$ cat src/rtl/mod_pkg.sv
// Shared definitions for the sequential modular multiply-accumulate unit:
// default modulus, operand width helper and the control FSM state type.
package mod_pkg;
  localparam int MOD_DEFAULT = 47;

  function automatic int w_of(input int mod);
    return $clog2(mod);
  endfunction

  typedef enum logic [1:0] {
    ST_IDLE,
    ST_MUL,
    ST_FIN,
    ST_DONE
  } state_t;
endpackage

$ cat src/rtl/mod_csub.sv
// Conditional subtract: folds a value in [0, 2*MOD) back into [0, MOD).
module mod_csub
  import mod_pkg::*;
#(
  parameter  int MOD = MOD_DEFAULT,
  localparam int W   = w_of(MOD)
) (
  input  logic [W:0]   x,
  output logic [W-1:0] y
);
  localparam logic [W:0] MODV = (W+1)'(MOD);

  logic [W:0] diff;

  assign diff = x - MODV;

  always_comb begin
    y = x[W-1:0];
    if (x >= MODV) y = diff[W-1:0];
  end
endmodule

$ cat src/rtl/mod_mac_seq.sv
// Sequential (a*b + c) mod MOD: MSB-first shift-and-add over the multiplier,
// one bit per cycle, with valid/ready on the operand and result sides.
module mod_mac_seq
  import mod_pkg::*;
#(
  parameter  int MOD = MOD_DEFAULT,
  localparam int W   = w_of(MOD)
) (
  input  logic         clk,
  input  logic         rst_n,
  input  logic         in_valid,
  output logic         in_ready,
  input  logic [W-1:0] in_a,
  input  logic [W-1:0] in_b,
  input  logic [W-1:0] in_c,
  output logic         out_valid,
  input  logic         out_ready,
  output logic [W-1:0] out_res,
  output logic         out_err,
  output logic         busy
);
  localparam int         CW   = $clog2(W);
  localparam logic [W:0] MODV = (W+1)'(MOD);

  state_t         state, nxt;
  logic [W-1:0]   a_q, b_q, c_q, acc;
  logic [CW-1:0]  cnt;
  logic           err_q;
  logic           in_err;
  logic [W-1:0]   dbl_r, add_r, fin_r, step;
  logic [W:0]     add_sum, fin_sum;

  assign in_err = ({1'b0, in_a} >= MODV) || ({1'b0, in_b} >= MODV) ||
                  ({1'b0, in_c} >= MODV);

  // acc < MOD keeps every intermediate sum below 2*MOD, so one fold suffices.
  mod_csub #(.MOD(MOD)) u_dbl (.x({acc, 1'b0}), .y(dbl_r));

  assign add_sum = {1'b0, dbl_r} + {1'b0, a_q};
  mod_csub #(.MOD(MOD)) u_add (.x(add_sum), .y(add_r));

  assign fin_sum = {1'b0, acc} + {1'b0, c_q};
  mod_csub #(.MOD(MOD)) u_fin (.x(fin_sum), .y(fin_r));

  assign step = b_q[cnt] ? add_r : dbl_r;

  always_ff @(posedge clk or negedge rst_n) begin
    if (!rst_n) state <= ST_IDLE;
    else        state <= nxt;
  end

  // Out-of-range operands skip MUL and go through FIN so the result
  // registers are only ever written in one place.
  always_comb begin
    nxt       = state;
    in_ready  = 1'b0;
    out_valid = 1'b0;
    busy      = 1'b1;
    case (state)
      ST_IDLE: begin
        in_ready = 1'b1;
        busy     = 1'b0;
        if (in_valid) nxt = in_err ? ST_FIN : ST_MUL;
      end
      ST_MUL:  if (cnt == '0) nxt = ST_FIN;
      ST_FIN:  nxt = ST_DONE;
      ST_DONE: begin
        out_valid = 1'b1;
        if (out_ready) nxt = ST_IDLE;
      end
      default: nxt = ST_IDLE;
    endcase
  end

  always_ff @(posedge clk or negedge rst_n) begin
    if (!rst_n) begin
      a_q     <= '0;
      b_q     <= '0;
      c_q     <= '0;
      acc     <= '0;
      cnt     <= '0;
      err_q   <= 1'b0;
      out_res <= '0;
      out_err <= 1'b0;
    end else begin
      case (state)
        ST_IDLE: if (in_valid) begin
          a_q   <= in_a;
          b_q   <= in_b;
          c_q   <= in_c;
          err_q <= in_err;
          acc   <= '0;
          cnt   <= CW'(W-1);
        end
        ST_MUL: begin
          acc <= step;
          if (cnt != '0) cnt <= cnt - CW'(1);
        end
        ST_FIN: begin
          out_res <= err_q ? '0 : fin_r;
          out_err <= err_q;
        end
        default: ;
      endcase
    end
  end
endmodule

$ cat config.mk
export PLATFORM = sky130hd
export DESIGN_NAME = mod_mac_seq
export DESIGN_NICKNAME = d
export VERILOG_FILES = /design/src/rtl/mod_pkg.sv /design/src/rtl/mod_csub.sv /design/src/rtl/mod_mac_seq.sv
export SDC_FILE = /design/constraint.sdc
export NUM_CORES = 1
export LEC_CHECK = 0
export BUFFER_PORTS_ARGS = -buffer_cell sky130_fd_sc_hd__buf_2
export CAP_MARGIN = 25
export CORE_MARGIN = 4
export CORE_UTILIZATION = 44
export DETAILED_ROUTE_END_ITERATION = 8
export GPL_TIMING_DRIVEN = 0
export PLACE_DENSITY = 0.7
export REMOVE_ABC_BUFFERS = 1
export SLEW_MARGIN = 20
export SYNTH_ARGS = -nofsm -noshare
export SYNTH_HDL_FRONTEND = slang
export SYNTH_SLANG_ARGS = --single-unit
$ cat constraint.sdc
create_clock -name clk -period 3.1 [get_ports clk]
set_input_delay 0.465 -clock clk [delete_from_list [all_inputs] [get_ports clk]]
set_output_delay 0.465 -clock clk [all_outputs]
set_load 0.01 [all_outputs]
[Yosys cells after proc, flatten, opt, wreduce, memory -nomap -nowiden]
Cells that the tools add are included.
Storage, ports and cells
  output and inout bits: 10
  bits in registers: 37
  logic and storage cells: 59
  input port bits: 22
Cells by class
  multiplexer cells: 20
  add/subtract/negate cells: 6
  equality and inequality tests: 7
  magnitude comparators: 7
  reduce and logical (&&, ||, !) cells: 10
Operators by type and width (count)
  2-to-1 mux 6 bit: 6
  >= comparator 7 x 6 -> 1 bit, second input constant: 3
  >= comparator 6 bit, second input constant: 3
  subtractor 6 bit, second input constant: 3
  adder 6 x 6 -> 7 bit: 2
  one-hot mux 6 bit (2 select lines): 1
  2-to-1 mux 2 bit: 4
  inequality test 2 bit, second input constant: 4
  one-hot mux 2 bit (4 select lines): 1
  2-to-1 mux 3 bit: 2
  one-hot mux 3 bit (2 select lines): 1
  AND reduction 3 bit: 2
  equality test 2 bit, second input constant: 2
  less-than comparator 3 x 4 -> 1 bit, second input constant: 1
  2-to-1 mux 1 bit: 4
  AND reduction 2 bit: 2
  binary-select mux 1 bit (select 3 bit): 1
  zero test 3 bit: 1
  nonzero test 3 bit: 1
  subtractor 3 x 1 -> 3 bit, second input constant: 1
  equality test 2 x 1 -> 1 bit, second input constant: 1
  zero test 2 bit: 1
  logical OR 1 bit: 2
  nonzero test 2 bit: 1

[Depth between registers and ports, before layout]
Gate-level depths: netlist (run 1).
  depth after elaboration: 7
  depth in mapped cells: 10
  gate-level depth less buffers: 9

[Hierarchy]
From an unflattened synthesis (run 1), not the netlist that was laid out.
Unflattened totals
  cell total of the unflattened synthesis: 291
  area total of the unflattened synthesis: 2835.2 um2
Modules (own cells, without submodules)
  mod_mac_seq: cells each 216, instances 1, area each 2290.9 um2
  mod_csub: cells each 25, instances 3, area each 181.4 um2

[Worst setup path before layout (run 1)]
No wires, ideal clock.
  kind: flip-flop to flip-flop
  from: reg acc[3]
  to: reg acc[4]
  arrival: 2.433 ns
  setup time: 0.129 ns
  cell stages (with the launch flop): 10
  required time: 2.971 ns
  slack: 0.538 ns
  path buffers: 0
  cell sequence: dfrtp_1 -> a21o_1 -> ha_1 -> fa_1 -> xor2_1 -> nand3_1 -> o32ai_2 -> o21a_2 -> o2111a_1 -> a211oi_1
Between the ends
  cells in the longest elaborated chain, start to end: 7
  elaborated cells between the ends (all ways): 9
Ends and longest elaborated chain
  start, declared: RTL line mod_mac_seq.sv:26  | logic [W-1:0] a_q, b_q, c_q, acc;
  start signal, assigned: RTL line mod_mac_seq.sv:96  | acc <= step;
  subtractor 6 bit / >= comparator 7 x 6 -> 1 bit (equally long branches): RTL line mod_csub.sv:15, mod_csub.sv:19
  2-to-1 mux 6 bit *: RTL line mod_csub.sv:19  | if (x >= MODV) y = diff[W-1:0];
  adder 6 x 6 -> 7 bit: RTL line mod_mac_seq.sv:39  | assign add_sum = {1'b0, dbl_r} + {1'b0, a_q};
  subtractor 6 bit / >= comparator 7 x 6 -> 1 bit (equally long branches): RTL line mod_csub.sv:15, mod_csub.sv:19
  2-to-1 mux 6 bit: RTL line mod_csub.sv:19
  2-to-1 mux 6 bit *: RTL line mod_mac_seq.sv:45  | assign step = b_q[cnt] ? add_r : dbl_r;
  one-hot mux 6 bit (2 select lines) *: RTL line mod_mac_seq.sv:86  | case (state)
Every way passes the cells marked *; elsewhere a longest branch is shown, timed or not.
A chain may end at the register's enable or synchronous reset.

[Worst setup path in the final report (run 1)]
  from: reg acc[3]
  to: reg acc[3]
Between the ends
  cells in the longest elaborated chain, start to end: 7
  elaborated cells between the ends (all ways): 9
Ends and longest elaborated chain (RTL line)
  >= comparator 7 x 6 -> 1 bit / subtractor 6 bit (equally long branches): mod_csub.sv:19, mod_csub.sv:15
  2-to-1 mux 6 bit *: mod_csub.sv:19
  adder 6 x 6 -> 7 bit: mod_mac_seq.sv:39
  subtractor 6 bit / >= comparator 7 x 6 -> 1 bit (equally long branches): mod_csub.sv:15, mod_csub.sv:19
  2-to-1 mux 6 bit: mod_csub.sv:19
  2-to-1 mux 6 bit *: mod_mac_seq.sv:45
  one-hot mux 6 bit (2 select lines) *: mod_mac_seq.sv:86
Marked as above.

==> impl_metrics.json, run 1 <==
{
  "synthXorXnorAreaFrac_pct": 0.664,
  "grt_pass1_wl_um": 9500,
  "synth_top_family_by_area": "compound AO/OA/AOI/OAI gates",
  "layout_commonest_cell": "dfrtp_1",
  "synth_area_mm2": 0.00264,
  "critPathBufInv": 0,
  "final.setup.worst_slack_ns": 0.200,
  "timing.final.max_slew_violations": 0,
  "drt_iter0_drc": 85,
  "synth-simple-area-share_pct": 18.6,
  "finalClockSkew_ns": 0.0110,
  "grt_pass1_vias": 2068,
  "core_mm2": 0.00568,
  "synthAdderAreaFrac_pct": 11.0,
  "outcome": "completed",
  "portBuffers": 31,
  "setup-violations-final": 0,
  "drc_errors": 0,
  "synth_compound_area_share_pct": 21.1,
  "critical_path.max_stage_delay_ns": 0.45,
  "cp.arrival_ns": 3.10,
  "hold_viol": 0,
  "required_ns": 3.30,
  "syn_to_final_growth_pct": 13.3,
  "synth_edf_count": 0,
  "drtAntennaViolNets": 0,
  "nFillCells": 524,
  "htreeDepth": 2,
  "maxCapViolations": 0,
  "crit_top_cell": "a211oi_1",
  "root_buffer": "clkbuf_8",
  "yosysUniqueCellTypes": 65,
  "end_kind": "register",
  "post-place-ws_ns": 0.208,
  "fp.dieArea_mm2": 0.00730,
  "cts_buffers": 5,
  "drive_above_1_share_pct": 28.6,
  "yosysWarnings": 0,
  "track_usage_pct": 16.0,
  "finalCritPeriodShare_pct": 93.5,
  "ios": 32,
  "async_flop_share_pct": 100,
  "clk_pin_slew_ns": 0.08,
  "firstDrtPassIters": 4,
  "max_clock_freq_ghz": 0.345,
  "crit_fanout": 9,
  "ys_ff_latch": 37,
  "ys.flop_type": "dfrtp_1",
  "crit_type": "register to register",
  "place_congestion": 0.818,
  "leakage_uw": 0.00137,
  "relSlewSlack_pct": 44.7,
  "grt_antenna_before_repair": 0,
  "hold_class": "input pin to async pin",
  "die_w_um": 85.5,
  "final.min_clock_period_ns": 2.90,
  "grt_max_degree": 38,
  "slowest_stage": "dfrtp_1",
  "rsz0062_at_grt": "no",
  "fp-row-count": 27,
  "syn_area_per_cell_um2": 10.2,
  "antenna_cells": 0,
  "routed_wl_um": 5420,
  "die-height_um": 85.5,
  "syn_inst": 260,
  "mostFrequentLayoutCells": "dfrtp_1, buf_2, ha_1",
  "clk_path_buf_depth": 2,
  "cts_tree": "built",
  "tightest_slew_ns": 0.827,
  "vias": 2124,
  "clock_latency_ns": 0.29,
  "yosys-mux-area-fraction_pct": 10.9,
  "cts.sinks": 37,
  "power.density_mw_per_mm2": 1190,
  "crit_path_cell_trace": "a21o_1, ha_1, fa_1, a211oi_1, nor3b_1, o22a_1, nor3_2, nor3_1, a211oi_1",
  "wl_per_cell_um": 14.8,
  "worstSetupStartpointType": "register",
  "critPathTopFamily": "compound AO/OA/AOI/OAI gates",
  "final_nets": 337,
  "vdd.ir_drop.worst_mv": 0.548,
  "tns_ns": 0,
  "synth.yosys.seq_area_share_pct": 35.1,
  "hpwlAfterDp_um": 4310,
  "overflow": 0,
  "via_per_inst": 5.80,
  "start_util_pct": 46.5
}
-- flip-flops by register name (all words and copies together) (netlist names) --
register  cells
state         2
c_q           6
out_err       1
b_q           6
out_res       6
acc           6
err_q         1
cnt           3
a_q           6
-- metal layers --
layer  global-route usage (%)  share of wire [%]  up-vias
li1                         -                  -     1058
met1                     22.0                 48     1025
met2                     24.7                 47       35
met3                     4.17                3.5        6
met4                     4.46                1.4        0
met5                        0                  0        -
-- cells by family (layout without fill, tap and decap cells) --
| family | after synthesis | in the layout |
|---|---|---|
| compound gates | 68 | 68 |
| xor+xnor | 2 | 2 |
| fa+ha+maj | 22 | 22 |
| buf+inv | 18 | 52 |
| flops | 37 | 37 |
| mux | 25 | 25 |
| simple gates | 88 | 88 |
-- what timing repair did --
action	4_1_cts	5_1_grt
endpoints found under the setup margin	0	1
hold endpoints to repair	0	0
gates resized for setup	0	1
hold buffers	0	0
setup buffers	0	0
-- power breakdown --
part	internal [uW]	switching, uW	total [uW]
Combinational	1010	1270	2280
Clock	262	167	429
Sequential	702	163	866
-- Yosys cell counts, drive strengths merged, types with 6 or more instances --
library cell / count / area share [%]
a211oi: 6 / 1.9
nand3: 9 / 1.7
o31ai: 6 / 1.7
o21ai: 12 / 2.3
inv: 10 / 1.4
dfrtp: 37 / 35
a21oi: 6 / 1.3
nand2b: 6 / 1.4
ha: 20 / 9.5
nand2: 19 / 2.7
nand4: 6 / 1.4
nor2: 15 / 2.1
nor3: 8 / 1.7
mux2: 19 / 8.1
-- final cells by class --
cell class	count	area, um^2	share of cell area [%]
inverters	11	41.3	1.38
well taps	72	90.1	3.01
flip-flops and latches	37	926	30.9
repair buffers	33	168	5.60
clock buffers	7	86.3	2.89
clock inverters	1	30.0	1.00
multi-input cells	205	1650	55.2
-- final timing paths --
kind	endpoint	depth (start not counted)	startpoint	slack (ns)
max	acc[3]	9	acc[3]	0.20
min	cnt[2]	1	rst_n	0.25
max reg2reg	acc[3]	9	acc[3]	0.20
min reg2reg	out_res[0]	2	out_res[0]	0.48
max in group asynchronous	state[1]	1	rst_n	2.35
min in group clk	a_q[2]	2	in_a[2]	0.42
-- through the flow --
stage               util, %  cells  hold WS, ns  cell area, um^2  total power (uW)
CTS                    52.6    366        0.286             2980              3580
global placement       50.3    356        0.466             2860              3050
detailed placement     50.5    358        0.470             2870              3130
floorplan                 -    253        0.169             2610              2620
finish                 52.7    366        0.253             2990              3570
global route           52.7    366        0.329             2990              3910
(Power assumes the default switching activity.)
==> run 2, diff against run 1 <==
- CELL_PAD_IN_SITES_DETAIL_PLACEMENT: default -> 0
- CELL_PAD_IN_SITES_GLOBAL_PLACEMENT: default -> 1
- PLACE_DENSITY: 0.7 -> 0.84
==> run 2 against run 1 <==
Compared with the run above: clock-buffer cell count rose by 1; first-iteration DRC count rose by 13%; flip-flop and latch count did not move; final cell count fell by 0.55%; register-to-register slack improved by 0.03 ns; sequential share of layout area rose by 0.45 points; design area fell by 1.4%; global-route usage rose by 0.51 points; hold slack improved by 0.0075 ns.
==> impl_metrics.json, run 2 (same netlist as run 1, synthesis figures left out) <==
{
  "outcome": "completed",
  "hpwlAfterDp_um": 4550,
  "grt_max_degree": 38,
  "finalCritPeriodShare_pct": 92.6,
  "rr_endpoint": "acc[3]",
  "vias": 2116,
  "track_usage_pct": 16.5,
  "via_per_inst": 5.81,
  "clk_pin_slew_ns": 0.08,
  "maxCapViolations": 0,
  "r2r-start": "acc[3]",
  "cp.arrival_ns": 3.06,
  "grt_antenna_before_repair": 0,
  "hold_class": "input pin to async pin",
  "antenna_cells": 0,
  "drt_iter0_drc": 96,
  "dp.cells": 356,
  "routed_wl_um": 5670,
  "end_kind": "register",
  "mostFrequentLayoutCells": "dfrtp_1, buf_2, ha_1",
  "syn_to_final_growth_pct": 11.7,
  "grt_pass1_vias": 2079,
  "tns_ns": 0,
  "vdd.ir_drop.worst_mv": 0.504,
  "r2r_setup_slack_ns": 0.23,
  "cts_hold_buf": 0,
  "place_congestion": 0.791,
  "ff2ff_path_depth": 9,
  "cts.sinks": 37,
  "post_cts.repair.setup_buffers": 0,
  "rsz0062_at_grt": "no",
  "drtAntennaViolNets": 0,
  "drc_errors": 0,
  "cts_tree": "built",
  "portBuffers": 31,
  "crit_fanout": 9,
  "timing.final.max_slew_violations": 0,
  "wl_per_cell_um": 15.6,
  "crit_type": "register to register",
  "fp.dieArea_mm2": 0.00730,
  "ctsResizeCount": 0,
  "fp-row-count": 27,
  "clk_path_buf_depth": 2,
  "ios": 32,
  "root_buffer": "clkbuf_8",
  "die-height_um": 85.5,
  "clock_latency_ns": 0.28,
  "fin_cells": 364,
  "htreeDepth": 2,
  "die_w_um": 85.5,
  "max_clock_freq_ghz": 0.348,
  "tightest_slew_ns": 0.837,
  "power.density_mw_per_mm2": 1170,
  "seqCellArea_um2": 926,
  "required_ns": 3.29,
  "setup-violations-final": 0,
  "drive_above_1_share_pct": 27.7,
  "worstSetupStartpointType": "register",
  "nFillCells": 529,
  "finalClockSkew_ns": 0.00700,
  "layout_commonest_cell": "dfrtp_1",
  "overflow": 0,
  "leakage_uw": 0.00134,
  "cts_buffers": 5,
  "finalPower_uw": 3460,
  "grt_pass1_wl_um": 9830,
  "relSlewSlack_pct": 44.1,
  "firstDrtPassIters": 4,
  "core_mm2": 0.00568,
  "final_nets": 335,
  "start_util_pct": 46.5,
  "final.min_clock_period_ns": 2.87,
  "hold_viol": 0,
  "multiInputGateArea_mm2": 0.00166
}
run 2: routing by layer:
layer  part of all wire, %  vias up  global-route usage [%]
met3                   3.9        2                    2.72
met5                     0        -                       0
met4                  0.64        0                    4.17
li1                      -     1056                       -
met2                    47       45                    25.9
met1                    48     1013                    23.5
run 2: metrics by stage:
| step | hold WS [ns] | area [um^2] | worst slack, ns | utilization, % |
|---|---|---|---|---|
| 2_1_floorplan | 0.169 | 2610 | 0.534 | - |
| 3_3_place_gp | 0.466 | 2860 | 0.251 | 50.3 |
| 3_5_place_dp | 0.471 | 2860 | 0.229 | 50.4 |
| 4_1_cts | 0.293 | 2940 | 0.220 | 51.8 |
| 5_1_grt | 0.325 | 2950 | 0.00569 | 52.0 |
| 6_report | 0.261 | 2950 | 0.228 | 52.0 |
run 2: report_power, final:
| part | internal (uW) | switching, uW |
|---|---|---|
| registers | 702 | 168 |
| logic | 996 | 1270 |
| clock network | 160 | 164 |
run 2: worst max path at each step:
stage,start,endpoint,cells after the start,slack (ns)
floorplan,acc[3],acc[4],9,0.53
global route,acc[3],acc[3],9,0.006
finish,acc[3],acc[3],9,0.23
detailed placement,acc[3],acc[4],9,0.23
CTS,acc[3],acc[4],9,0.22
global placement,acc[3],acc[4],9,0.25
run 2: area by class of cell:
type                            count  area share [%]
Tap cell                           72            3.05
Clock buffer                        8            2.72
Inverter                           11            1.40
Sequential cell                    37            31.4
Timing Repair Buffer               31            5.26
Multi-Input combinational cell    205            56.2
run 2: critical path, cell delays in order, from the launching register on:
cell,delay [ns]
dfrtp_1,0.44
a21o_1,0.24
ha_1,0.21
fa_1,0.43
a211oi_1,0.30
nor3b_1,0.15
o22a_1,0.34
nor3_2,0.34
nor3_1,0.11
a211oi_1,0.21
==> run 3, diff against run 2 <==
- TNS_END_PERCENT: default -> 10
- clock period: 3.1 -> 3.5 ns (I/O delays scaled with it)
==> run 3 against run 2 <==
Compared with the run above: flip-flop and latch count unchanged; die area stayed put; power is 12% lower; design area down 0.25%; routed wire length up 0.16%; via count up 0.19%; combinational power down 12%; critical endpoint is now acc[4]; largest cell class unchanged.
==> impl_metrics.json, run 3 (same netlist as run 1, synthesis figures left out) <==
{
  "outcome": "completed",
  "post_dp_cell_area_mm2": 0.00286,
  "die-height_um": 85.5,
  "hold_class": "input pin to async pin",
  "track_usage_pct": 16.5,
  "wl_per_cell_um": 15.6,
  "htreeDepth": 2,
  "r2r-start": "acc[3]",
  "hold_viol": 0,
  "portBuffers": 31,
  "grt_pass1_vias": 2079,
  "cts_hold_buf": 0,
  "hpwlAfterDp_um": 4550,
  "fp-row-count": 27,
  "cts.sinks": 37,
  "leakage_uw": 0.00134,
  "cts_buffers": 5,
  "setup-violations-final": 0,
  "relSlewSlack_pct": 44.1,
  "grt_max_degree": 38,
  "grt_antenna_before_repair": 0,
  "ios": 32,
  "rr_endpoint": "acc[4]",
  "timing.final.max_slew_violations": 0,
  "vdd.ir_drop.worst_mv": 0.419,
  "vias": 2120,
  "end_kind": "register",
  "tightest_slew_ns": 0.836,
  "via_per_inst": 5.82,
  "firstDrtPassIters": 4,
  "die_w_um": 85.5,
  "worstSetupStartpointType": "register",
  "drtAntennaViolNets": 0,
  "drive_above_1_share_pct": 27.4,
  "clk_pin_slew_ns": 0.08,
  "cts_tree": "built",
  "power.density_mw_per_mm2": 1040,
  "ctsResizeCount": 0,
  "max_clock_freq_ghz": 0.348,
  "routed_wl_um": 5680,
  "drt_iter0_drc": 108,
  "finalClockSkew_ns": 0.00695,
  "nFillCells": 530,
  "required_ns": 3.66,
  "finalPower_uw": 3050,
  "antenna_cells": 0,
  "syn_to_final_growth_pct": 11.4,
  "drc_errors": 0,
  "r2r_setup_slack_ns": 0.63,
  "tns_ns": 0,
  "fp.dieArea_mm2": 0.00730,
  "maxCapViolations": 0,
  "mostFrequentLayoutCells": "dfrtp_1, buf_2, ha_1",
  "start_util_pct": 46.5,
  "cp.arrival_ns": 3.03,
  "final.min_clock_period_ns": 2.87,
  "place_congestion": 0.791,
  "rsz0062_at_grt": "no",
  "overflow": 0,
  "clk_path_buf_depth": 2,
  "finalCritPeriodShare_pct": 82.1,
  "postLayoutCellArea_mm2": 0.00294,
  "final_nets": 335,
  "ff2ff_path_depth": 9,
  "layout_commonest_cell": "dfrtp_1",
  "post_cts.repair.setup_buffers": 0,
  "core_mm2": 0.00568,
  "clock_latency_ns": 0.28,
  "final.setup.worst_slack_ns": 0.627,
  "crit_fanout": 7,
  "post-place-ws_ns": 0.629,
  "crit_type": "register to register",
  "root_buffer": "clkbuf_8",
  "grt_pass1_wl_um": 9830
}
[run 3: cell counts in the layout (fill, tap and decap cells not counted)]
Identical to the previous run, type by type.
[run 3: how the worst max path moves through the flow]
stage / end / cells after the start / startpoint / slack (ns)
6_report: acc[4] / 9 / acc[3] / 0.63
3_5_place_dp: acc[4] / 9 / acc[3] / 0.63
4_1_cts: acc[4] / 9 / acc[3] / 0.62
2_1_floorplan: acc[4] / 9 / acc[3] / 0.93
3_3_place_gp: acc[4] / 9 / acc[3] / 0.65
5_1_grt: acc[3] / 9 / acc[3] / 0.38
[run 3: final cells by class]
cell class | count | area [um^2] | area share, %
Sequential cell | 37 | 926 | 31.5
Inverter | 11 | 41.3 | 1.40
Clock buffer | 8 | 80.1 | 2.72
Timing Repair Buffer | 31 | 155 | 5.27
Tap cell | 72 | 90.1 | 3.06
Multi-Input combinational cell | 205 | 1650 | 56.1
[run 3: critical path, stage by stage, from the launching register on]
cell	delay, ns
dfrtp_1	0.44
a21o_1	0.24
ha_1	0.21
fa_1	0.40
xor2_1	0.31
nand3_1	0.20
o32ai_2	0.42
o21a_2	0.27
o2111a_1	0.20
a211oi_1	0.05
[run 3: routing by layer]
metal / GRT usage [%] / routed length, um
met1: 23.5 / 2730
met2: 25.9 / 2690
met3: 2.72 / 218
met4: 4.17 / 36
met5: 0 / 0
[run 3: power by group]
group	internal (uW)	switching (uW)	total [uW]
clock	142	146	287
combinational	879	1120	2000
sequential	622	149	771
total	1640	1410	3050
[run 3: through the flow]
stage	std cells	util, %	hold slack, ns
detailed placement	356	50.4	0.471
floorplan	253	-	0.229
global route	364	51.8	0.385
CTS	364	51.8	0.353
finish	364	51.8	0.321
global placement	356	50.3	0.466
